**src/rtl/pipe_ctrl_pkg.sv**
```systemverilog
// Shared definitions for the pipeline stall/flush controller.
package pipe_ctrl_pkg;

    // Data-memory handshake states
    typedef enum logic {
        ST_IDLE     = 1'b0,
        ST_MEM_WAIT = 1'b1
    } dm_state_t;

    // Register $0 is hardwired to zero, so it never creates a dependency
    localparam logic [4:0] REG_ZERO = 5'd0;

endpackage

```
**src/rtl/dm_wait_fsm.sv**
```systemverilog
// Data-memory request/ready sequencer with a watchdog on the wait phase.
module dm_wait_fsm
    import pipe_ctrl_pkg::*;
#(
    parameter int unsigned TIMEOUT = 64
) (
    input  logic clk,
    input  logic rst,
    input  logic mem_acc,
    input  logic dm_ready,
    output logic freeze,
    output logic dm_req,
    output logic wd_err
);

    localparam int unsigned WW = $clog2(TIMEOUT + 1);

    dm_state_t       state_q, state_d;
    logic [WW-1:0]   wait_cnt_q, wait_cnt_d;
    logic            wd_err_q, wd_err_d;

    // State, wait counter and sticky watchdog flag registers
    always_ff @(posedge clk) begin
        if (rst) begin
            state_q    <= ST_IDLE;
            wait_cnt_q <= '0;
            wd_err_q   <= 1'b0;
        end else begin
            state_q    <= state_d;
            wait_cnt_q <= wait_cnt_d;
            wd_err_q   <= wd_err_d;
        end
    end

    // Next-state and handshake outputs; timeout releases the pipeline as if ready
    always_comb begin
        state_d    = state_q;
        wait_cnt_d = wait_cnt_q;
        wd_err_d   = wd_err_q;
        freeze     = 1'b0;
        dm_req     = 1'b0;
        unique case (state_q)
            ST_IDLE: begin
                if (mem_acc) begin
                    dm_req = 1'b1;
                    if (!dm_ready) begin
                        freeze     = 1'b1;
                        state_d    = ST_MEM_WAIT;
                        wait_cnt_d = WW'(1);
                    end
                end
            end
            ST_MEM_WAIT: begin
                dm_req = 1'b1;
                if (dm_ready) begin
                    state_d    = ST_IDLE;
                    wait_cnt_d = '0;
                end else if (wait_cnt_q == WW'(TIMEOUT)) begin
                    wd_err_d   = 1'b1;
                    state_d    = ST_IDLE;
                    wait_cnt_d = '0;
                end else begin
                    freeze     = 1'b1;
                    wait_cnt_d = wait_cnt_q + WW'(1);
                end
            end
            default: begin
                state_d    = ST_IDLE;
                wait_cnt_d = '0;
            end
        endcase
    end

    assign wd_err = wd_err_q;

endmodule

```
**src/rtl/pipe_stall_ctrl.sv**
```systemverilog
// Central stall/flush sequencer for the 5-stage pipeline: memory freeze,
// branch squash and load-use bubble insertion, plus a stall-cycle counter.
module pipe_stall_ctrl
    import pipe_ctrl_pkg::*;
#(
    parameter int unsigned TIMEOUT = 64,
    parameter int unsigned CNT_W   = 16
) (
    input  logic             clk,
    input  logic             rst,
    input  logic [4:0]       id_rsAddr,
    input  logic [4:0]       id_rtAddr,
    input  logic             id_useRt,
    input  logic             ex_MemtoReg,
    input  logic [4:0]       ex_wrAddr,
    input  logic             mem_MemtoReg,
    input  logic             mem_MemWrite,
    input  logic             mem_taken,
    input  logic             dm_ready,
    output logic             dm_req,
    output logic             pc_en,
    output logic             ifid_en,
    output logic             idex_en,
    output logic             exmem_en,
    output logic             ifid_flush,
    output logic             idex_flush,
    output logic             exmem_flush,
    output logic             memwb_flush,
    output logic             wd_err,
    output logic [CNT_W-1:0] stall_cnt
);

    logic             freeze;
    logic             fsm_req;
    logic             load_use;
    logic [CNT_W-1:0] stall_cnt_q, stall_cnt_d;

    dm_wait_fsm #(
        .TIMEOUT (TIMEOUT)
    ) u_dm_wait_fsm (
        .clk      (clk),
        .rst      (rst),
        .mem_acc  (mem_MemtoReg | mem_MemWrite),
        .dm_ready (dm_ready),
        .freeze   (freeze),
        .dm_req   (fsm_req),
        .wd_err   (wd_err)
    );

    // Load in EX feeding a source register of the instruction in ID
    always_comb begin
        load_use = ex_MemtoReg && (ex_wrAddr != REG_ZERO) &&
                   ((ex_wrAddr == id_rsAddr) || (id_useRt && (ex_wrAddr == id_rtAddr)));
    end

    // Priority mux: reset > memory freeze > branch flush > load-use > normal
    always_comb begin
        dm_req      = fsm_req & ~rst;
        pc_en       = 1'b1;
        ifid_en     = 1'b1;
        idex_en     = 1'b1;
        exmem_en    = 1'b1;
        ifid_flush  = 1'b0;
        idex_flush  = 1'b0;
        exmem_flush = 1'b0;
        memwb_flush = 1'b0;
        if (rst) begin
            ifid_flush  = 1'b1;
            idex_flush  = 1'b1;
            exmem_flush = 1'b1;
            memwb_flush = 1'b1;
        end else if (freeze) begin
            pc_en       = 1'b0;
            ifid_en     = 1'b0;
            idex_en     = 1'b0;
            exmem_en    = 1'b0;
            memwb_flush = 1'b1;
        end else if (mem_taken) begin
            ifid_flush  = 1'b1;
            idex_flush  = 1'b1;
            exmem_flush = 1'b1;
        end else if (load_use) begin
            pc_en       = 1'b0;
            ifid_en     = 1'b0;
            idex_flush  = 1'b1;
        end
    end

    // Saturating count of cycles in which the PC is held
    always_comb begin
        stall_cnt_d = stall_cnt_q;
        if (!pc_en && (stall_cnt_q != '1)) begin
            stall_cnt_d = stall_cnt_q + CNT_W'(1);
        end
    end

    // Stall counter register
    always_ff @(posedge clk) begin
        if (rst) begin
            stall_cnt_q <= '0;
        end else begin
            stall_cnt_q <= stall_cnt_d;
        end
    end

    assign stall_cnt = stall_cnt_q;

endmodule
```
**config.mk**
```make
export PLATFORM = sky130hd
export DESIGN_NAME = pipe_stall_ctrl
export DESIGN_NICKNAME = d
export VERILOG_FILES = /design/src/rtl/pipe_ctrl_pkg.sv /design/src/rtl/dm_wait_fsm.sv /design/src/rtl/pipe_stall_ctrl.sv
export SDC_FILE = /design/constraint.sdc
export NUM_CORES = 1
export LEC_CHECK = 0
export ABC_CLOCK_PERIOD_IN_PS = 4950
export BUFFER_PORTS_ARGS = -buffer_cell sky130_fd_sc_hd__buf_2
export CORE_AREA = 2 2 57 59
export CTS_CLUSTER_DIAMETER = 200
export CTS_CLUSTER_SIZE = 8
export DETAILED_ROUTE_END_ITERATION = 8
export DIE_AREA = 0 0 59 61
export PLACE_DENSITY = 0.79
export SETUP_SLACK_MARGIN = 0.4
export SLEW_MARGIN = 25
export SYNTH_ARGS = -nofsm -noshare
export SYNTH_HDL_FRONTEND = slang
export SYNTH_SLANG_ARGS = --single-unit
```
**constraint.sdc**
```tcl
create_clock -name clk -period 4.95 [get_ports clk]
set_input_delay 0.2475 -clock clk [delete_from_list [all_inputs] [get_ports clk]]
set_output_delay 0.2475 -clock clk [all_outputs]
set_load 0.05 [all_outputs]
```
==> out/results.txt, run 1 <==
I/O pin cnt - 49
skew final - 4.28 ps
Chip Width - 59 um
CP bufs+invs - 3
Reg clk slew, reported paths - 140 ps
Worst Path Arrival - 2630 ps
# setup viols final - 0
routed via count - 1519
Max-slew headroom - 52.5%
CTS Hold Bufs - 0
Final min period - 2880 ps
die area - 3600 um^2
Longest Clk Path Bufs - 2
Clock Sinks - 25
Final Hold Vio Count - 0
Post-DP HPWL - 2540 um
# port buffers - 48
RSZ-0062 raised after global routing - no
fin crit share - 58.1%
Area Overhead vs Synth - 15.6%
DR pass1 iterations - 4
ys flop type - dfxtp_1
worst-path maximum fanout - 26
wire length per cell - 13.4 um
syn_area_per_cell - 8.44 um^2
synth warn - 0
CTS root buffer - clkbuf_4
dominant cells by area after synthesis - dfxtp_1 (33%), xnor2_1 (5.7%), nand3_1 (4.6%)
pin count of the biggest net entering global routing - 27
worst-margin pin slew - 710 ps
Critical Path, Cell by Cell - inv_1 > ha_1 > or4b_4 > nor3b_4 > a2111oi_4 > a31o_4 > inv_4 > buf_2
Core Area - 2950 um^2
Post-Synthesis Cells - 181
Post-CTS Setup Inserts - 0
detailed router's first-iteration violation count - 42
Initial Util - 51.7%
status - completed
Power Density - 213 nW/um^2
final slew viol count - 0
GPL Wtd Cong - 0.775
Setup crit end kind - primary output
Worst Path Required - 4700 ps
DRC viols - 0
Detailed Route WL - 3400 um
H-tree depth - 1
Worst VDD drop - 0.118 mV
GR Overflow Total - 0
area taken by flip-flops and latches - 500 um^2
commonest non-fill, non-tap cell in the layout - buf_2
Antenna Nets Post-Route - 0
Crit path largest cell delay - 460 ps
HP Class - input pin to register
die height - 61 um
n_diodes - 0
layout cells sized above 1 - 28.1%
area share of the largest cell type after synthesis - 32.8%
f_max - 0.348 GHz
Largest delay share family, worst path - simple AND/OR/NAND/NOR gates
syn nets - 207
Async S/R FF share, synth - 0%
most frequent cells in the layout - buf_2 (48), dfxtp_1 (25), nor2_1 (15)
Tot GR Track Use - 20.5%
cell accounting for the most synthesized area - dfxtp_1
Post-CTS Resized - 0
worst skew pair latency - 330 ps
initial antenna violation count - 0
area of the multi-input gates - 931 um^2
first-pass GRT wire length - 5690 um
element type at the critical path start - register
number of synthesized flops with an enable pin - 0
CTS tree - yes
slowest CP cell - or4b_4
Vias/cell - 5.98
total negative setup slack - 0 ps
total of max-cap violations - 0
Cell variety after synth - 43
vias in the first global route - 1343
crit path kind - register to primary output
row count - 20
sequential fraction of the synthesis area - 32.8%
P_leak - 0.738 nW
fin nets - 248
Yosys reg bits - 25
Num CTS Buffers - 3
Util after Layout - 59.8%
fill cell count - 288
Syn Std Cell Area - 1530 um^2
==> report_power, final <==
part,switching (mW),internal (mW)
clock,0.0643,0.0304
sequential,0.00337,0.203
combinational,0.0488,0.0256
total,0.116,0.259
==> worst register-to-register path: stages (launching register included) <==
cell and delay (ps):
dfxtp_1 440, inv_1 80, ha_1 190, or4b_4 210
nor3b_4 50, a2111oi_4 470, a31o_4 200, inv_4 110
or4_1 520, a21oi_1 160
==> sequential cells by signal, indices dropped and copies added (netlist names) <==
signal,count
stall_cnt,16
u_dm_wait_fsm.state_q,1
u_dm_wait_fsm.wait_cnt_q,7
u_dm_wait_fsm.wd_err,1
==> cells by family (layout without fill, tap and decap cells) <==
group | after synthesis | count (layout) | share of synthesized area (%)
adders and majority gates | 3 | 3 | 2.46
DFF | 25 | 25 | 32.8
AOI/OAI and AO/OA | 35 | 35 | 17.2
buffers and inverters | 18 | 58 | 7.04
muxes | 4 | 4 | 2.62
and+or+nand+nor | 82 | 82 | 29.9
xor gates and xnor gates | 14 | 14 | 8.03
==> cells in the mapped netlist (2+ instances only) <==
| cell type | instances |
|---|---|
| a21oi_1 | 13 |
| and3_1 | 5 |
| buf_2 | 2 |
| buf_4 | 3 |
| clkbuf_1 | 5 |
| dfxtp_1 | 25 |
| ha_1 | 3 |
| inv_1 | 5 |
| mux2i_1 | 4 |
| nand2_1 | 14 |
| nand3_1 | 14 |
| nand4_1 | 9 |
| nor2_1 | 15 |
| nor2b_1 | 2 |
| nor3_1 | 3 |
| o311ai_0 | 2 |
| o31ai_1 | 8 |
| or3_1 | 4 |
| or4_1 | 9 |
| xnor2_1 | 10 |
| xor2_1 | 4 |
==> final cells by class <==
type	count	area share [%]
Multi-Input combinational cell	138	52.7
Sequential cell	25	28.3
Timing Repair Buffer	48	13.6
Tap cell	33	2.34
Inverter	6	1.42
Clock buffer	3	1.28
Clock inverter	1	0.283
==> final timing paths <==
kind                                                 start                                end  slack (ps)  cells after the start
setup / recovery  u_dm_wait_fsm.wait_cnt_q[0]$_SDFFE_PP0P_                            ifid_en        2070                      8
hold / removal                                    dm_ready   u_dm_wait_fsm.state_q$_SDFF_PP0_         170                      2
setup reg to reg  u_dm_wait_fsm.wait_cnt_q[0]$_SDFFE_PP0P_          stall_cnt[7]$_SDFFE_PP0P_        2480                      9
hold reg to reg          u_dm_wait_fsm.wd_err$_SDFFE_PP0P_  u_dm_wait_fsm.wd_err$_SDFFE_PP0P_         500                      2
==> metal layers <==
layer  global-route usage [%]  part of all wire [%]  up-vias
li1                         -                     -      750
met1                     25.6                    44      706
met2                     36.5                    49       58
met3                     1.71                   5.5        5
met4                     8.77                   1.8        0
met5                        0                     0        -
==> per-stage QoR <==
stage	total power, mW	hold slack [ps]	setup slack [ps]	area, um^2	std cells
after global routing	0.391	175	1930	1770	254
final	0.376	172	2070	1770	254
after global placement	0.285	452	2510	1730	250
after CTS	0.378	174	2060	1760	254
after detailed placement	0.286	469	2440	1730	250
after floorplan	0.269	328	2270	1530	181
No activity file was read; power rests on OpenSTA's default activity.
==> run 2, diff against run 1 <==
Settings changed: ABC_CLOCK_PERIOD_IN_PS 4950 to 2800, CORE_AREA 2 2 57 59 to 2 2 59 61, DIE_AREA 0 0 59 61 to 0 0 61 63, PLACE_DENSITY 0.79 to 0.74.
Clock period 4.95 ns to 2.8 ns, I/O delays scaled along.
==> run 2 against run 1 <==
  * Sequential power grew 76%
  * Sequential cell count stayed put
  * Die area rose by 6.8%
  * Final area grew 13%
  * Clock-buffer cell count grew 1
  * Clock power is 84% higher
  * Cell count is 9.8% higher
  * Highest routed layer unchanged
==> out/results.txt, run 2 (same netlist as run 1, synthesis figures left out) <==
RSZ-0062 raised after global routing - yes
# setup viols final - 0 (unchanged)
element type at the critical path start - register
GPL Wtd Cong - 0.815 (+5.2%)
Crit path largest cell delay - 460 ps (about the same)
area of the multi-input gates - 985 um^2 (+5.8%)
fin nets - 260 (+4.8%)
max reg flops - 16 (unchanged)
DR pass1 iterations - 4 (unchanged)
internal cell power - 485 uW (+87%)
Initial Util - 47.3% (-4.5 points)
skew final - 12.4 ps (+8.09 ps)
r2r worst-path depth - 10 (+1)
Max-slew headroom - 70.7% (+18 points)
Flop pwr share - 51.6% (-3.4 points)
n_diodes - 0 (unchanged)
status - completed
pin count of the biggest net entering global routing - 19 (-30%)
worst slack, placed - 334 ps (-2110 ps)
Worst Path Required - 2660 ps (-2040 ps)
clock power share - 24.6% (-0.6 points)
fill cell count - 311 (+8.0%)
Detailed Route WL - 3790 um (+12%)
most frequent cells in the layout - buf_2 (43), dfxtp_1 (23), nand3_1 (14), nand2_1 (14), nor2_1 (14)
Net Sw Frac - 31.4% (+0.47 points)
DRC viols - 0 (unchanged)
worst skew pair latency - 340 ps (about the same)
Core Area - 3230 um^2 (+9.4%)
Setup crit end kind - primary output
vias in the first global route - 1391 (+3.6%)
Critical Path, Cell by Cell - inv_2 > ha_4 > or4b_4 > nor3b_4 > a2111oi_4 > clkbuf_16 > nor2_4 > buf_4
final setup margin - 430 ps (-1640 ps)
worst-margin pin slew - 438 ps (-272 ps)
die area - 3840 um^2 (+6.8%)
Area Overhead vs Synth - 30.9%
Final min period - 2370 ps
I/O pin cnt - 49 (unchanged)
Clock Sinks - 25 (unchanged)
total negative setup slack - 0 ps (unchanged)
Post-DP HPWL - 2490 um (-1.9%)
total of max-cap violations - 0 (unchanged)
Chip Width - 61 um (+3.4%)
Worst Path Arrival - 2230 ps (-400 ps)
initial antenna violation count - 0 (unchanged)
logic gate share of total power - 23.8% (+4.0 points)
# port buffers - 48 (unchanged)
Longest Clk Path Bufs - 2 (unchanged)
capturing point of the worst reg2reg path - stall_cnt[11]$_SDFFE_PP0P_
slowest CP cell - or4b_4
f_max - 0.422 GHz
Reg2Reg Launch Point - u_dm_wait_fsm.wait_cnt_q[1]$_SDFFE_PP0P_
sw power - 222 uW (+91%)
die height - 63 um (+3.3%)
row count - 21 (+5.0%)
first-pass GRT wire length - 6140 um (+8.0%)
worst-path maximum fanout - 4 (-85%)
routed via count - 1566 (+3.1%)
area taken by flip-flops and latches - 505 um^2 (+1.0%)
P_leak - 0.833 nW (+13%)
fin crit share - 84.6%
Antenna Nets Post-Route - 0 (unchanged)
post-route cell area - 2000 um^2 (+13%)
Hold Startpoint - dm_ready
Reg clk slew, reported paths - 140 ps (about the same)
CTS root buffer - clkbuf_4
r2r setup slk - 470 ps (-2010 ps)
Vias/cell - 5.61 (-6.1%)
GR Overflow Total - 0 (unchanged)
crit path kind - register to primary output
Power Density - 354 nW/um^2 (+66%)
DP Area - 1760 um^2 (+1.5%)
H-tree depth - 1 (unchanged)
CTS Hold Bufs - 0 (unchanged)
HP Class - input pin to register
hold path depth - 3 (+1)
wire length per cell - 13.6 um (+1.6%)
hold endpoint - u_dm_wait_fsm.wait_cnt_q[0]$_SDFFE_PP0P_
CTS tree - yes
layout cells sized above 1 - 36.9% (+8.9 points)
final slew viol count - 0 (unchanged)
Num CTS Buffers - 3 (unchanged)
Worst VDD drop - 0.175 mV (+48%)
commonest non-fill, non-tap cell in the layout - buf_2
Tot GR Track Use - 20.2% (-0.35 points)
Final Hold Vio Count - 0 (unchanged)
detailed router's first-iteration violation count - 102 (+140%)
## run 2: timing repair
item,in CTS,in global routing
gates cloned,1,0
hold endpoints to repair,0,0
resized for setup,11,26
setup endpoints to repair,12,17
buffers inserted,8,2
pin swaps,2,15
## run 2: critical path, delay by kind of cell, from the launching register on
family          cells  cell delay, ps
simple gates        3             830
fa+ha+maj           1             120
compound gates      1             120
buf+inv             3             480
flops               1             360
## run 2: worst max path at each step
| stage | from | endpoint | slack (ps) | depth (start not counted) |
|---|---|---|---|---|
| 6_report | u_dm_wait_fsm.wait_cnt_q[0]$_SDFFE_PP0P_ | exmem_flush | 430 | 8 |
| 5_1_grt | u_dm_wait_fsm.wait_cnt_q[0]$_SDFFE_PP0P_ | exmem_flush | 330 | 8 |
| 4_1_cts | u_dm_wait_fsm.wait_cnt_q[0]$_SDFFE_PP0P_ | exmem_flush | 390 | 8 |
| 3_5_place_dp | u_dm_wait_fsm.wait_cnt_q[0]$_SDFFE_PP0P_ | stall_cnt[9]$_SDFFE_PP0P_ | 330 | 9 |
| 3_3_place_gp | u_dm_wait_fsm.wait_cnt_q[0]$_SDFFE_PP0P_ | stall_cnt[10]$_SDFFE_PP0P_ | 440 | 9 |
| 2_1_floorplan | u_dm_wait_fsm.wait_cnt_q[0]$_SDFFE_PP0P_ | stall_cnt[14]$_SDFFE_PP0P_ | 460 | 10 |
## run 2: layout make-up
class,instances,share of cell area [%]
Multi-Input combinational cell,138,49.2
Clock buffer,4,1.31
Timing Repair inverter,1,0.438
Inverter,6,1.50
Sequential cell,25,25.3
Timing Repair Buffer,59,19.3
Tap cell,46,2.88
## run 2: power groups by stage
stage	sequential (mW)	combinational (mW)	clock, mW
2_1_floorplan	0.375	0.100	0
5_1_grt	0.365	0.180	0.193
3_3_place_gp	0.373	0.132	0
6_report	0.364	0.168	0.174
3_5_place_dp	0.373	0.133	0
4_1_cts	0.365	0.154	0.178
## run 2: stage by stage
step                      power (mW)  instances  hold slack (ps)  util [%]
after floorplan                0.476        181              223         -
after global placement         0.505        264              422      54.4
after detailed placement       0.506        264              430      54.4
after CTS                      0.697        277              145      58.6
after global routing           0.738        279              162      61.9
final                          0.707        279              153      61.9
## run 2: layer usage
layer	up-vias	part of all wire, %	global-route usage [%]
li1	765	-	-
met2	77	48	32.5
met5	-	0	0
met4	0	1.8	6.52
met1	717	42	27.5
met3	7	8.0	2.28
